$ cat config.mk
export PLATFORM = sky130hd
export DESIGN_NAME = avg_seq_ctrl_flat
export DESIGN_NICKNAME = d
export VERILOG_FILES = /design/src/rtl/avg_seq_ctrl_if.sv /design/src/rtl/avg_seq_ctrl.sv /design/src/flat_wrapper.sv
export SDC_FILE = /design/constraint.sdc
export NUM_CORES = 1
export LEC_CHECK = 0
export CAP_MARGIN = 20
export CELL_PAD_IN_SITES_DETAIL_PLACEMENT = 1
export CELL_PAD_IN_SITES_GLOBAL_PLACEMENT = 1
export CORE_AREA = 2 2 54 56
export CTS_CLUSTER_DIAMETER = 200
export DETAILED_ROUTE_END_ITERATION = 6
export DIE_AREA = 0 0 56 58
export PLACE_DENSITY_LB_ADDON = 0.1
export RECOVER_POWER = 100
export REMOVE_ABC_BUFFERS = 1
export SYNTH_ARGS = -nofsm -noshare
export SYNTH_HDL_FRONTEND = slang
export SYNTH_SLANG_ARGS = --single-unit
$ cat constraint.sdc
create_clock -name clk -period 2.2 [get_ports clk]
set_input_delay 0.22 -clock clk [delete_from_list [all_inputs] [get_ports clk]]
set_output_delay 0.22 -clock clk [all_outputs]
set_load 0.03 [all_outputs]
$ cat src/rtl/avg_seq_ctrl_if.sv
// Bus between the averaging sequencer, the FIFO read side, the accumulator and the result RAM.
// Strobe semantics: rd_fifo is a read request honoured in the same cycle and its data is valid
// one cycle later; accum_en, wr_ram and restart_avg are single-cycle strobes with no back-pressure.
interface avg_seq_ctrl_if #(
  parameter int ADDR_W = 8
);
  logic              enable;
  logic              empty_flag;
  logic              rd_fifo;
  logic              accum_en;
  logic              wr_ram;
  logic [ADDR_W-1:0] ram_addr;
  logic              restart_avg;
  logic              ram_full;
  logic              busy;
  logic [2:0]        state_dbg;

  modport master (
    input  enable, empty_flag,
    output rd_fifo, accum_en, wr_ram, ram_addr, restart_avg, ram_full, busy, state_dbg
  );

  modport slave (
    output enable, empty_flag,
    input  rd_fifo, accum_en, wr_ram, ram_addr, restart_avg, ram_full, busy, state_dbg
  );
endinterface

$ cat src/rtl/avg_seq_ctrl.sv
// Windowed averaging sequencer: drains AVG_LEN FIFO samples into the accumulator, writes the
// result to RAM at an auto-incrementing address, then clears. Macro ADDR_WRAP_EN: wrap instead of halt.
module avg_seq_ctrl #(
  parameter int AVG_LEN = 4,
  parameter int ADDR_W  = 8
) (
  input  logic           clk,
  input  logic           reset,
  avg_seq_ctrl_if.master bus
);
  localparam int CNT_W = $clog2(AVG_LEN + 1);
  localparam logic [CNT_W-1:0] LEN  = CNT_W'(AVG_LEN);
  localparam logic [CNT_W-1:0] LAST = CNT_W'(AVG_LEN - 1);
`ifndef ADDR_WRAP_EN
  localparam logic [ADDR_W-1:0] ADDR_MAX = '1;
`endif

  typedef enum logic [2:0] {
    S_IDLE  = 3'd0,
    S_ACCUM = 3'd1,
    S_WRITE = 3'd2,
    S_CLEAR = 3'd3,
    S_HALT  = 3'd4
  } state_t;

  state_t            state;
  logic [CNT_W-1:0]  rd_cnt;
  logic [CNT_W-1:0]  add_cnt;
  logic [ADDR_W-1:0] addr_q;
  logic              accum_en_q;
  logic              wr_ram_q;
  logic              restart_q;
  logic              ram_full_q;
  logic              busy_q;
  logic              rd_fifo_c;

  // Read gating on rd_cnt guarantees no more than AVG_LEN reads per window.
  assign rd_fifo_c = (state == S_ACCUM) && !bus.empty_flag && (rd_cnt < LEN);

  always_ff @(posedge clk or posedge reset) begin
    if (reset) begin
      state      <= S_IDLE;
      rd_cnt     <= '0;
      add_cnt    <= '0;
      addr_q     <= '0;
      accum_en_q <= 1'b0;
      wr_ram_q   <= 1'b0;
      restart_q  <= 1'b0;
      ram_full_q <= 1'b0;
      busy_q     <= 1'b0;
    end else begin
      accum_en_q <= rd_fifo_c;
      wr_ram_q   <= 1'b0;
      restart_q  <= 1'b0;
      if (rd_fifo_c) rd_cnt <= rd_cnt + CNT_W'(1);
      if (accum_en_q) add_cnt <= add_cnt + CNT_W'(1);

      case (state)
        S_IDLE: begin
          if (bus.enable) begin
            state  <= S_ACCUM;
            busy_q <= 1'b1;
          end
        end
        S_ACCUM: begin
          // The last add lands one cycle after the last read; the window closes on it.
          if (accum_en_q && (add_cnt == LAST)) begin
            state    <= S_WRITE;
            wr_ram_q <= 1'b1;
          end
        end
        S_WRITE: begin
          state     <= S_CLEAR;
          restart_q <= 1'b1;
        end
        S_CLEAR: begin
          rd_cnt  <= '0;
          add_cnt <= '0;
`ifdef ADDR_WRAP_EN
          addr_q <= addr_q + ADDR_W'(1);
          if (bus.enable) begin
            state <= S_ACCUM;
          end else begin
            state  <= S_IDLE;
            busy_q <= 1'b0;
          end
`else
          if (addr_q == ADDR_MAX) begin
            state      <= S_HALT;
            ram_full_q <= 1'b1;
          end else begin
            addr_q <= addr_q + ADDR_W'(1);
            if (bus.enable) begin
              state <= S_ACCUM;
            end else begin
              state  <= S_IDLE;
              busy_q <= 1'b0;
            end
          end
`endif
        end
        S_HALT: begin
          state <= S_HALT;
        end
        default: begin
          state  <= S_IDLE;
          busy_q <= 1'b0;
        end
      endcase
    end
  end

  assign bus.rd_fifo     = rd_fifo_c;
  assign bus.accum_en    = accum_en_q;
  assign bus.wr_ram      = wr_ram_q;
  assign bus.ram_addr    = addr_q;
  assign bus.restart_avg = restart_q;
  assign bus.ram_full    = ram_full_q;
  assign bus.busy        = busy_q;
  assign bus.state_dbg   = state;
endmodule
$ cat src/flat_wrapper.sv
// flat-port wrapper written by rule: the top's interface ports become plain ports
module avg_seq_ctrl_flat 
#(
  parameter int AVG_LEN = 4,
  parameter int ADDR_W  = 8
)
  (clk, reset, bus_enable, bus_empty_flag, bus_rd_fifo, bus_accum_en, bus_wr_ram, bus_ram_addr, bus_restart_avg, bus_ram_full, bus_busy, bus_state_dbg);
  avg_seq_ctrl_if #(.ADDR_W(ADDR_W)) bus_i ();
  input  logic clk;
  input  logic reset;
  input wire logic [$bits(bus_i.enable)-1:0] bus_enable;
  input wire logic [$bits(bus_i.empty_flag)-1:0] bus_empty_flag;
  output wire logic [$bits(bus_i.rd_fifo)-1:0] bus_rd_fifo;
  output wire logic [$bits(bus_i.accum_en)-1:0] bus_accum_en;
  output wire logic [$bits(bus_i.wr_ram)-1:0] bus_wr_ram;
  output wire logic [$bits(bus_i.ram_addr)-1:0] bus_ram_addr;
  output wire logic [$bits(bus_i.restart_avg)-1:0] bus_restart_avg;
  output wire logic [$bits(bus_i.ram_full)-1:0] bus_ram_full;
  output wire logic [$bits(bus_i.busy)-1:0] bus_busy;
  output wire logic [$bits(bus_i.state_dbg)-1:0] bus_state_dbg;
  assign bus_i.enable = bus_enable;
  assign bus_i.empty_flag = bus_empty_flag;
  assign bus_rd_fifo = bus_i.rd_fifo;
  assign bus_accum_en = bus_i.accum_en;
  assign bus_wr_ram = bus_i.wr_ram;
  assign bus_ram_addr = bus_i.ram_addr;
  assign bus_restart_avg = bus_i.restart_avg;
  assign bus_ram_full = bus_i.ram_full;
  assign bus_busy = bus_i.busy;
  assign bus_state_dbg = bus_i.state_dbg;
  avg_seq_ctrl #(.AVG_LEN(AVG_LEN), .ADDR_W(ADDR_W)) u_core (.clk(clk), .reset(reset), .bus(bus_i));
endmodule
Word-level counts from Yosys, hierarchy flattened:

Index checks and enable logic that the tools add are counted.

* add/subtract/negate cells: 3
* magnitude comparators: 1
* equality and inequality tests: 10
* mux-type cells: 16
* bitwise gates (word level): 2
* reduce and logical (&&, ||, !) cells: 12

Operators by type and width (number)
* 3-bit two-way mux: 7
* 3-bit case mux with 5 select lines: 1
* 3-bit by 2-bit equality test with 1-bit output (second input constant): 3
* 8-bit by 1-bit adder with 8-bit output (second input constant): 1
* 8-bit equality test (second input constant): 1
* 2-bit != test (second input constant): 4
* 1-bit two-way mux: 7
* 3-bit by 1-bit adder with 3-bit output (second input constant): 2
* 2-bit AND reduction: 3
* 4-bit AND reduction: 1
* 2-bit nonzero test: 2
* 3-bit by 1-bit equality test with 1-bit output (second input constant): 1
* 3-bit equality test (second input constant): 1
* 1-bit logical AND: 3
* 3-bit zero test: 1
* 3-bit < comparator (second input constant): 1
* 1-bit case mux with 3 select lines: 1
* 3-bit OR reduction: 1
* 1-bit inverter: 2
* 1-bit zero test: 1

* register bits after elaboration: 22
* output and inout port bits: 17
* word-level logic and storage cells: 53

Depth between registers and ports, before layout:

* depth after elaboration: 5
* gate-level depth with buffers: 5
* gate-level depth less buffers: 5

Worst setup path after synthesis:

OpenSTA, ideal clock, no wires.

* path kind: register to register
* start: register u_core.addr_q[0] (netlist: u_core.bus.ram_addr[0])
* end: register u_core.addr_q[1] (netlist: u_core.bus.ram_addr[1])
* setup time: 0.127 ns
* arrival time: 1.544 ns
* required time: 2.073 ns
* slack: 0.529 ns
* cell stages (with the launch flop): 5
* path buffers: 0
* path through: dfrtp_1 > ha_1 > nand4_1 > o21a_4 > mux2_1

* longest elaborated chain between the ends: 3
* elaborated cells between the ends (all ways): 4
* classes of those cells: 1 x add/sub; 1 x eq/ne; 1 x bitwise; 1 x reduce/logical

RTL lines
* from (decl): RTL line avg_seq_ctrl.sv:29 `logic [ADDR_W-1:0] addr_q;`
* from (signal assigned): RTL line avg_seq_ctrl.sv:92 `addr_q <= addr_q + ADDR_W'(1);`
* parallel branches: the longest is 3 deep, another holds 8-bit by 1-bit adder with 8-bit output

Several ways; the timed one is not identified.
A chain may end at the register's enable or synchronous reset.

Worst setup path after layout:

* start: register u_core.state[2] (netlist: u_core.bus.state_dbg[2])
* end: register u_core.addr_q[1] (netlist: u_core.bus.ram_addr[1])

* longest elaborated chain between the ends: 2

RTL lines
* from (decl): RTL line avg_seq_ctrl.sv:26 `state_t state;`
* from (signal assigned): RTL line avg_seq_ctrl.sv:42 `state <= S_IDLE;`
* from (signal assigned): RTL line avg_seq_ctrl.sv:61 `state <= S_ACCUM;`
* from (signal assigned): RTL line avg_seq_ctrl.sv:68 `state <= S_WRITE;`
* 3-bit by 2-bit equality test with 1-bit output: RTL line avg_seq_ctrl.sv:58 `case (state)`
* 2-bit AND reduction (no source line)

No other way between the ends.

==> summary.md <==
| Metric | Value |
|---|---|
| Status | `complete, no violations` |
| RSZ-0062 raised after global routing | `false` |
| Reg clk slew, reported paths | `0.13 ns` |
| Die Ht | `58 um` |
| Vias in the first global route | `762` |
| Core box area | `2660 sq um` |
| Max frequency | `between 0.5 and 0.6 GHz` |
| Count of final setup violators | `0` |
| Clk_lat worst skew | `0.32 ns` |
| Overflow after GRT | `0` |
| CTS max path bufs | `2` |
| H-Tree Depth | `1` |
| Fin util | `49.5%` |
| Crit. Startpoint | `u_core.bus.state_dbg[2]` |
| Post-CTS Setup Repair Bufs | `0` |
| Inserted Diodes | `0` |
| Setup TNS | `0 ns` |
| Port bufs | `20` |
| Yosys cell types | `31` |
| Top cells by count, synth | `22 x dfrtp_1, 14 x nor2_1, 8 x nand2_1` |
| Kind of critical path | `reg -> reg` |
| Vias | `764` |
| Sw Share | `about a third` |
| Synth top area share | `52.3%` |
| Cts-stage hold buffer count | `0` |
| Worst-Margin Slew | `1.19 ns` |
| Pwr dens | `880 nW/um^2` |
| Initial Utilization | `39.6%` |
| HP Class | `reg -> reg` |
| Lkg Pwr | `0.631 nW` |
| Async SR Flop Fraction | `100%` |
| Final worst-path cycle share | `around 90%` |
| Routed WL | `approximately 2000 um` |
| Crit start category | `flop` |
| Period minus WS final | `about 2 ns` |
| Worst Skew | `slightly above 0.007 ns` |
| Slew Limit Headroom | `20.4%` |
| Hold WS | `0.497 ns` |
| Initial drt markers | `16` |
| Total Routing Usage GR | `14.5%` |
| Synth area leaders | `dfrtp_1 52%, nor2_1 5.0%, ha_1 4.8%, xnor2_1 3.3%, nand2_1 2.9%` |
| VDD IR-drop max | `484 uV` |
| Combinational Power Share | `around 25%` |
| Layout cell share with drive strength beyond 1 | `7.69%` |
| Cell count after synthesis | `93` |
| Pin count of the biggest net entering global routing | `23` |
| Drt via density | `5.16` |
| Final HPWL DP | `about 1500 um` |
| Power Internal | `around 0.8 mW` |
| Ys flop type | `dfrtp_1` |
| Switch Pwr | `0.365 mW` |
| Final nets | `roughly 130` |
| Routability Congestion | `around 0.74` |
| Post-synth top area cell | `dfrtp_1` |
| Standard-cell rows | `19` |
| Data arrival, critical path | `2.16 ns` |
| Drt wl/cell | `13.7 um` |
| Sequential share of power | `a little under half` |
| Die footprint | `3250 sq um` |
| Layout area overhead | `25.1%` |
| Clk network pwr share | `27.3%` |
| Sequential area share after synthesis | `52.3%` |
| Synth warn | `0` |
| Final Hold Fails | `0` |
| R2r setup slk | `0.26 ns` |
| First-pass GRT wire length | `3520 um` |
| Post-synth EDFFs | `0` |
| Worst r2r src | `u_core.bus.state_dbg[2]` |
| CTS root buf | `clkbuf_4` |
| Top fanout value on the critical path | `13` |
| DRC | `0` |
| CP required | `2.42 ns` |
| Yosys reg bits | `22` |
| Initial antenna violation count | `0` |
| DRT antenna net count | `0` |
| Post-Syn Area | `1050 sq um` |
| CTS resizes | `1` |
| Clock buffer count from CTS | `3` |
| CTS sink cnt | `22` |
| Setup crit end | `u_core.bus.ram_addr[1]` |
| CTS tree | `done` |
| Count leader, synth | `dfrtp_1` |
| Die Width | `between 50 and 60 um` |
| Mean post-synth cell area | `11.3 sq um` |
| Number of max-cap violations | `0` |
| DR pass1 iterations | `4` |
| Max Slew Vio Count | `0` |
| Ports | `21` |
| Reg2Reg Depth | `4` |
| Reg2Reg Capture Point | `u_core.bus.ram_addr[1]` |
| Crit end category | `flop` |
power by group through the flow:
stage	registers, mW	clock network, mW	logic (mW)
floorplan	0.595	0	0.172
global placement	0.561	0	0.299
detailed placement	0.565	0	0.309
CTS	0.558	0.329	0.308
global route	0.569	0.346	0.335
finish	0.554	0.317	0.289
layout by cell type (no fill, tap or decap), types with 2 or more instances in the layout:
cell             count
a21oi_1              4
ha_1                 4
nand4_1              4
mux2_1               2
xnor2_1              4
xor2_1               2
clkbuf_1             2
mux2_2               2
clkdlybuf4s50_1      2
mux2i_1              2
nand2_1              8
dlygate4sd3_1       17
nand3_1              3
clkbuf_4             3
inv_1                3
nand2b_1             3
o21a_1               2
nor2_1              14
dfrtp_1             22
logic make-up after synthesis:
kind of cell    after synthesis  share of synthesized area [%]
buf+inv                       5                           2.85
xor+xnor                      6                           4.99
fa+ha+maj                     4                           4.75
mux                           6                           6.53
compound gates               12                           8.20
flops                        22                           52.3
simple gates                 38                           20.4
stage by stage:
step | setup WS (ns) | power, mW | area (sq um) | cells
2_1_floorplan | 0.525 | 0.767 | 1030 | 91
3_3_place_gp | 0.189 | 0.860 | 1290 | 144
3_5_place_dp | 0.186 | 0.875 | 1290 | 144
4_1_cts | 0.199 | 1.19 | 1340 | 148
5_1_grt | 0.103 | 1.25 | 1320 | 148
6_report | 0.256 | 1.16 | 1320 | 148
how the worst min path moves through the flow:
| stage | start | endpoint | cells past startpoint |
|---|---|---|---|
| after CTS | reset | u_core.add_cnt[0] | 3 |
| after detailed placement | u_core.bus.ram_full | u_core.bus.ram_full | 1 |
| after floorplan | reset | u_core.add_cnt[0] | 1 |
| after global placement | u_core.bus.ram_full | u_core.bus.ram_full | 1 |
| final | u_core.bus.ram_full | u_core.bus.ram_full | 1 |
| after global routing | u_core.bus.ram_full | u_core.bus.ram_full | 1 |
metal layers:
metal | vias up | wire, um | GRT usage, %
met5 | - | 0 | 0
met4 | 0 | 37 | 9.18
met3 | 4 | 72 | 2.90
met2 | 13 | 1020 | 23.2
met1 | 378 | 901 | 18.2
li1 | 369 | - | -
flip-flops by register name, indices dropped and copies added, names as in the netlist:
register and flops:
u_core.bus.state_dbg 3, u_core.bus.ram_addr 8, u_core.bus.restart_avg 1, u_core.add_cnt 3, u_core.bus.accum_en 1, u_core.bus.ram_full 1, u_core.bus.busy 1, u_core.rd_cnt 3
u_core.bus.wr_ram 1
worst max-delay path: stages (launching register included):
cell and delay (ns):
dfrtp_1 0.40, clkbuf_1 0.17, and3b_1 0.60, o21a_1 0.34, mux2_1 0.34
area by class of cell:
type	instances	area [sq um]
fill	306	1350
sequential	22	551
multi-input combinational	66	458
timing repair buffer	22	206
tap	31	38.8
clock inverter	1	30.0
clock buffer	3	22.5
inverter	3	11.3
No activity file was read; power rests on OpenSTA's default activity.
